$ cat config.mk
export PLATFORM = sky130hd
export DESIGN_NAME = pipelined_cla_adder
export DESIGN_NICKNAME = d
export VERILOG_FILES = /design/src/rtl/pipelined_cla_adder.sv
export SDC_FILE = /design/constraint.sdc
export NUM_CORES = 1
export LEC_CHECK = 0
export CORE_UTILIZATION = 50
export CTS_BUF_LIST = sky130_fd_sc_hd__clkbuf_16
export DETAILED_ROUTE_END_ITERATION = 6
export GPL_ROUTABILITY_DRIVEN = 1
export PLACE_DENSITY = 0.87
export SLEW_MARGIN = 5
export SYNTH_ARGS = -nofsm -noshare
export SYNTH_HDL_FRONTEND = slang
export SYNTH_SLANG_ARGS = --single-unit
$ cat constraint.sdc
create_clock -name clk -period 3.6 [get_ports clk]
set_clock_uncertainty 0.05 [all_clocks]
set_input_delay 0.54 -clock clk [delete_from_list [all_inputs] [get_ports clk]]
set_output_delay 0.54 -clock clk [all_outputs]
set_load 0.1 [all_outputs]
$ cat src/rtl/pipelined_cla_adder.sv
// pipelined_cla_adder: registered carry-lookahead adder/subtractor split into
// STAGES pipeline slices. Each slice uses GROUP-bit lookahead groups chained by
// their group carries. The slice carry is registered between stages, and
// the operand slices above the current stage travel along as a skew.
// Optional feature macro: CLA_OVERFLOW_EN. It adds the registered signed-overflow output V.

module pipelined_cla_adder #(
  parameter int WIDTH  = 32,
  parameter int STAGES = 2,
  parameter int GROUP  = 4
) (
  input  logic             clk,
  input  logic             rst,
  input  logic             in_valid,
  output logic             in_ready,
  input  logic [WIDTH-1:0] A,
  input  logic [WIDTH-1:0] B,
  input  logic             C0,
  input  logic             SUB,
  output logic             out_valid,
  input  logic             out_ready,
  output logic [WIDTH-1:0] S,
`ifdef CLA_OVERFLOW_EN
  output logic             V,
`endif
  output logic             C_OUT
);

  localparam int SLICE = WIDTH / STAGES;

  // Elaboration-time sanity checks on the geometry
  if (STAGES < 1 || STAGES > 8) begin : g_bad_stages
    $error("pipelined_cla_adder: STAGES must be 1..8");
  end
  if ((WIDTH % STAGES) != 0) begin : g_bad_width
    $error("pipelined_cla_adder: WIDTH must be a multiple of STAGES");
  end
  if ((SLICE % GROUP) != 0) begin : g_bad_group
    $error("pipelined_cla_adder: WIDTH/STAGES must be a multiple of GROUP");
  end

  // One slice of lookahead: the group generate/propagate is accumulated bit by bit.
  // Every carry inside a group is then G(lo..i) | P(lo..i) & group-carry-in.
  // The group carries chain into the next group. Returns {carry_out, sum}.
  function automatic logic [SLICE:0] cla_slice(input logic [SLICE-1:0] a,
                                               input logic [SLICE-1:0] b,
                                               input logic             cin);
    logic [SLICE:0]   c;
    logic [SLICE-1:0] s;
    logic             g_acc;
    logic             p_acc;
    c     = '0;
    c[0]  = cin;
    for (int j = 0; j < SLICE / GROUP; j++) begin
      g_acc = 1'b0;
      p_acc = 1'b1;
      for (int i = 0; i < GROUP; i++) begin
        g_acc = (a[j*GROUP+i] & b[j*GROUP+i]) | ((a[j*GROUP+i] | b[j*GROUP+i]) & g_acc);
        p_acc = (a[j*GROUP+i] | b[j*GROUP+i]) & p_acc;
        c[j*GROUP+i+1] = g_acc | (p_acc & c[j*GROUP]);
      end
    end
    s = a ^ b ^ c[SLICE-1:0];
    return {c[SLICE], s};
  endfunction

  // Stage registers (index k = pipeline stage k)
  logic             valid_q [STAGES];
  logic             valid_d [STAGES];
  logic             carry_q [STAGES];
  logic             carry_d [STAGES];
  logic [WIDTH-1:0] sum_q   [STAGES];
  logic [WIDTH-1:0] sum_d   [STAGES];
  logic [WIDTH-1:0] a_q     [STAGES];
  logic [WIDTH-1:0] a_d     [STAGES];
  logic [WIDTH-1:0] b_q     [STAGES];
  logic [WIDTH-1:0] b_d     [STAGES];

  // Per-stage inputs: stage 0 takes the live beat, stage k takes stage k-1
  logic             src_v [STAGES];
  logic             src_c [STAGES];
  logic [WIDTH-1:0] src_s [STAGES];
  logic [WIDTH-1:0] src_a [STAGES];
  logic [WIDTH-1:0] src_b [STAGES];
  logic [SLICE:0]   slice_res;
  logic             adv;

  // The whole pipe advances together whenever the output slot is free or being taken
  always_comb begin
    adv = out_ready | ~valid_q[STAGES-1];
  end

  assign in_ready = adv;

  // Route each stage's source: subtraction is folded in up front as ~B with carry-in 1
  always_comb begin
    src_v[0] = in_valid;
    src_c[0] = SUB | C0;
    src_s[0] = '0;
    src_a[0] = A;
    src_b[0] = SUB ? ~B : B;
    for (int k = 1; k < STAGES; k++) begin
      src_v[k] = valid_q[k-1];
      src_c[k] = carry_q[k-1];
      src_s[k] = sum_q[k-1];
      src_a[k] = a_q[k-1];
      src_b[k] = b_q[k-1];
    end
  end

  // Stage k adds slice k on top of the partial sum it inherits and passes the operands on
  always_comb begin
    slice_res = '0;
    for (int k = 0; k < STAGES; k++) begin
      slice_res = cla_slice(src_a[k][k*SLICE +: SLICE], src_b[k][k*SLICE +: SLICE], src_c[k]);
      sum_d[k]                   = src_s[k];
      sum_d[k][k*SLICE +: SLICE] = slice_res[SLICE-1:0];
      carry_d[k]                 = slice_res[SLICE];
      a_d[k]                     = src_a[k];
      b_d[k]                     = src_b[k];
      valid_d[k]                 = src_v[k];
    end
  end

`ifdef CLA_OVERFLOW_EN
  logic ovf_q;
  logic ovf_d;

  // Carry into the MSB is recovered as a^b^sum at that bit; overflow is it XOR carry-out
  always_comb begin
    ovf_d = src_a[STAGES-1][WIDTH-1] ^ src_b[STAGES-1][WIDTH-1]
          ^ sum_d[STAGES-1][WIDTH-1] ^ carry_d[STAGES-1];
  end

  // Overflow flag registered alongside the final stage, flushed by reset
  always_ff @(posedge clk) begin
    if (rst) begin
      ovf_q <= 1'b0;
    end else if (adv) begin
      ovf_q <= ovf_d;
    end
  end

  assign V = ovf_q;
`endif

  // Pipeline registers: reset flushes every beat, otherwise all stages shift together on adv
  always_ff @(posedge clk) begin
    if (rst) begin
      for (int k = 0; k < STAGES; k++) begin
        valid_q[k] <= 1'b0;
        carry_q[k] <= 1'b0;
        sum_q[k]   <= '0;
        a_q[k]     <= '0;
        b_q[k]     <= '0;
      end
    end else if (adv) begin
      for (int k = 0; k < STAGES; k++) begin
        valid_q[k] <= valid_d[k];
        carry_q[k] <= carry_d[k];
        sum_q[k]   <= sum_d[k];
        a_q[k]     <= a_d[k];
        b_q[k]     <= b_d[k];
      end
    end
  end

  assign out_valid = valid_q[STAGES-1];
  assign S         = sum_q[STAGES-1];
  assign C_OUT     = carry_q[STAGES-1];

endmodule

After elaboration in Yosys (flattened, before gate mapping)
Memories as Yosys holds them, arrays and structs flattened. Cells that the tools add are included.

Mux-type cells: 16. Bitwise gates (word level): 218.

Operator list (number): $mux W32 (7); $and A1 B1 Y1 (112); $or A1 B1 Y1 (100); $xor A16 B16 Y16 (4); $not A32 Y32 (1); $mux W1 (9); $not A1 Y1 (1).

Bits in registers: 0. Bits in writable memories: 196. Input bits: 70. Word-level logic and storage cells: 239. Memories: 5.

Memories: a_q (depth 2, width 32, rd ports 1, clocked after memory_dff 0, write ports 2, RTL line 74) `logic [WIDTH-1:0] a_q [STAGES];`; b_q (depth 2, width 32, rd ports 1, clocked after memory_dff 0, write ports 2, RTL line 76) `logic [WIDTH-1:0] b_q [STAGES];`; sum_q (depth 2, width 32, rd ports 2, clocked after memory_dff 0, write ports 2, RTL line 72) `logic [WIDTH-1:0] sum_q [STAGES];`; carry_q (depth 2, width 1, rd ports 2, clocked after memory_dff 0, write ports 2, RTL line 70) `logic carry_q [STAGES];`; valid_q (depth 2, width 1, rd ports 2, clocked after memory_dff 0, write ports 2, RTL line 68) `logic valid_q [STAGES];`.

Logic depth before layout (Yosys ltp)
Depth in word-level cells: 18. Gate-level depth with buffers: 13. Depth with buffers taken out: 11.

Worst setup path before layout
OpenSTA, ideal clock, no wires.

Path type: reg-to-reg. From: memory valid_q[1][0] (netlist: valid_q[0][1]). To: memory a_q[0][16], enable pin. Setup time: 0.406 ns. Data arrival time: 2.930 ns. Data required time: 3.144 ns. Path slack: 0.214 ns. Cell stages (with the launch flop): 3. Path buffers: 0. Period minus slack after synthesis: 3.386 ns. Cell sequence: edfxtp_1 -> nand2b_1 -> or2_2.

RTL lines (RTL line): start, declared (68); end, declared (74).

==> implementation parameters <==
Parameter                              Value

Status
  Run status ... complete, no violations

STA
  Slew at the pin closest to its max-slew limit ... 1.04 ns
  Shortest period the worst path allows ... 3.16 ns
  Setup repair after global routing missed its margin ... no
  Max Slew Vio Count ... 0
  Setup violation total in the final timing report ... 0
  Relative slew slack ... 30.7%
  Maximum clock frequency ... 317 MHz
  Tcrit/Tclk final ... between 80% and 90%
  Sum of negative setup slack ... 0 ns
  Worst hold slack across all endpoints ... 0.463 ns
  Final hold viol count ... 0

Synthesis
  Synthesized netlist net count ... roughly 630
  Count of flip-flops with a built-in enable after synthesis ... 84
  Number of synthesis warnings ... 0
  Share of synthesized area occupied by flip-flops and latches ... 46.9%
  Flip-flop and latch count after synthesis ... 84
  Area of the mapped netlist ... 5380 um^2
  Share of flip-flops with an asynchronous set or reset after synthesis ... 0%
  Post-synthesis cell type count ... 48
  Main synth FF type ... edfxtp_1
  Post-synthesis average cell area ... 11.1 um^2
  Synthesized instance count ... roughly 480

GRT
  Vias in the first global route ... around 3800
  Grt ovf ... 0
  Largest net degree at the start of global routing ... 46
  Number of antenna violations at the first check in global routing ... 0
  Total routing resource utilization after global routing ... 19.5%
  Global-route wire length before repair ... 16.7 mm

Worst setup path
  Reg2reg start ... a_q[0][20]
  Number of cell instances on the worst register-to-register path ... 9
  Endpoint required time on the critical path ... 3.64 ns
  Biggest fanout along the worst timing path ... 5
  Highest-delay cell along the critical path ... clkdlybuf4s50_1
  Register-to-register path setup slack ... 0.85 ns
  CP Capture Type ... register
  Reg-to-Reg End ... sum_q[0][60]
  Family with the most delay on the worst path ... compound AO/OA/AOI/OAI gates
  Cell breakdown of the critical path ... clkdlybuf4s50_1, xor2_1, inv_1, ha_1, o311a_4, o211a_4, o21a_1, o21bai_1, fa_1, and2_1
  Crit Path Class ... input port to register
  Endpoint arrival time on the critical path ... 3.20 ns
  Buf/Inv on CP ... 2
  Critical path startpoint category ... input port
  Highest cell delay on the worst timing path ... ~0.47 ns

Pwr
  Fraction of power consumed by the clock network ... 27.4%
  Internal power summed over all cells ... ~0.0021 W
  P_leak ... 3.03 nW
  Comb pwr share ... 32.8%
  Power per cell area ... between 400 and 500 nW/um^2
  Net switching power of the design ... between 0.001 and 0.0015 W
  Switching part of the total ... 34.0%
  Power, Total ... 0.00320 W
  Worst supply voltage drop on vdd ... 247 uV
  Sequential share of power ... 39.7%

CTS
  Maximum buffer depth of the clock tree ... 2
  Post-cts hold buffer count ... 0
  Clock latency reported for the late side of the worst-skew pair ... ~0.33 ns
  Clk slew on worst S/H paths ... 0.06 ns
  CTS Buf Count ... 9
  Number of gates resized after cts ... 0
  Post CTS Setup Buffer Count ... 0
  Root buffer cell ... clkbuf_16
  # clock sinks ... 84
  CTS H-tree depth ... 3
  TritonCTS clock tree ... done

Cells and area
  # fillers ... 785
  Synth-to-layout area growth ... 27.7%
  Share of final-layout standard cells stronger than drive strength 1 ... 5.88%
  Number of inserted diodes ... 0
  Net count, final ... 732
  Final cell area excluding filler cells ... between 6000 and 7000 um^2
  Post-route core utilization ... 66.3%

Route
  Drt pass-1 iters ... 4
  Via-to-Cell Ratio ... 4.97
  DR iter-0 viols ... 113
  Detailed Route WL ... 10.4 mm
  Number of remaining DRC errors ... 0
  Routed length per instance ... 14.3 um
  Detailed-route via count ... ~3600
  Number of routed nets with antenna violations ... 0

Floorplan
  Number of I/O pins ... 105
  Die area ... 11200 um^2
  Die extent in x ... 106 um
  Vertical die dimension ... 106 um
  Core area ... just over 10000 um^2
  Initial Util ... ~52%
  Number of cell rows ... 37

Placed design
  Global placer's final weighted congestion ... 0.856
  Placement-stage cell area ... 6590 um^2
  HPWL after detailed placement ... 7.91 mm
  Count of buffers inserted at the top-level ports ... 104

Hold path
  Cell depth of the worst hold path ... 1
  Min-Delay Endpoint ... valid_q[0][1]
  Origin of the worst min-delay path ... valid_q[0][0]
  Path category of the worst min-delay check ... register to register

Run
  Max-cap violation count ... 0
==> worst max-delay path by stage <==
stage                        from           end  cells after the start
floorplan           valid_q[0][1]    a_q[0][16]                      2
global placement             B[0]  sum_q[0][12]                     10
detailed placement           B[0]  sum_q[0][12]                     10
CTS                          B[0]  sum_q[0][12]                     10
global route                 B[4]  sum_q[0][12]                     11
finish                       B[0]  sum_q[0][12]                     10
==> cells by family (layout without fill, tap and decap cells) <==
group / Yosys count / after routing / share of synthesized area [%]
multiplexers: 3 / 3 / 0.558
AO/OA/AOI/OAI: 45 / 45 / 7.00
buffers and inverters: 90 / 201 / 6.37
XOR/XNOR: 50 / 50 / 8.14
AND/OR/NAND/NOR: 140 / 140 / 13.2
flip-flops: 84 / 84 / 46.9
adder cells (fa/ha/maj): 72 / 72 / 17.9
==> power groups by stage <==
stage,registers (W),logic (W),clock network (W)
after floorplan,0.00167,0.000381,0
after global placement,0.00128,0.00101,0
after detailed placement,0.00129,0.00105,0
after CTS,0.00127,0.00105,0.000888
after global routing,0.00128,0.00112,0.000921
final,0.00127,0.00105,0.000878
==> area by class of cell <==
class                   count  area (um^2)  area share [%]
clock inverters             7         57.6           0.837
inverters                  76          285            4.15
clock buffers               9          225            3.28
repair buffers            109         1080            15.8
flip-flops and latches     84         2520            36.7
multi-input cells         310         2530            36.8
well taps                 136          170            2.48
==> cell usage after synthesis, drive strengths merged, types with 3 or more instances <==
| cell type | instances | share of area [%] |
|---|---|---|
| edfxtp | 84 | 47 |
| inv | 75 | 5.2 |
| ha | 64 | 15 |
| nor2 | 57 | 4.0 |
| and2 | 38 | 4.4 |
| xnor2 | 29 | 4.7 |
| xor2 | 21 | 3.4 |
| nand2b | 13 | 1.5 |
| clkbuf | 12 | 0.84 |
| a21oi | 11 | 1.0 |
| nand2 | 10 | 0.70 |
| o21ai | 10 | 1.0 |
| fa | 8 | 3.0 |
| nor2b | 7 | 0.81 |
| nor3 | 4 | 0.37 |
| o21bai | 4 | 0.63 |
| mux2i | 3 | 0.56 |
==> cells in the final DEF (no fill, tap or decap), types with 4 or more instances in the layout <==
master	instances
a21oi_1	11
and2_1	38
buf_4	5
clkbuf_16	9
clkdlybuf4s50_1	102
clkinv_2	4
edfxtp_1	84
fa_1	8
ha_1	64
inv_1	75
nand2_1	10
nand2b_1	12
nor2_1	57
nor2b_1	6
nor3_1	4
o21ai_1	6
xnor2_1	29
xor2_1	21
==> registers in the layout, indices dropped and copies added, names as in the netlist <==
| register | count |
|---|---|
| valid_q | 2 |
| b_q | 16 |
| carry_q | 2 |
| a_q | 16 |
| sum_q | 48 |
==> metal layers <==
layer	global-route usage, %	up-vias	part of all wire (%)
met5	0	-	0
met1	20.1	1715	38
met3	4.33	23	5.2
li1	-	1788	-
met2	35.6	106	54
met4	12.3	0	3.1
==> through the flow <==
stage | worst slack (ns) | std cells
after floorplan | 0.214 | 484
after global placement | 0.205 | 715
after detailed placement | 0.0652 | 715
after CTS | 0.418 | 731
after global routing | 0.256 | 731
final | 0.444 | 731
Power figures use the tool's default switching activity.
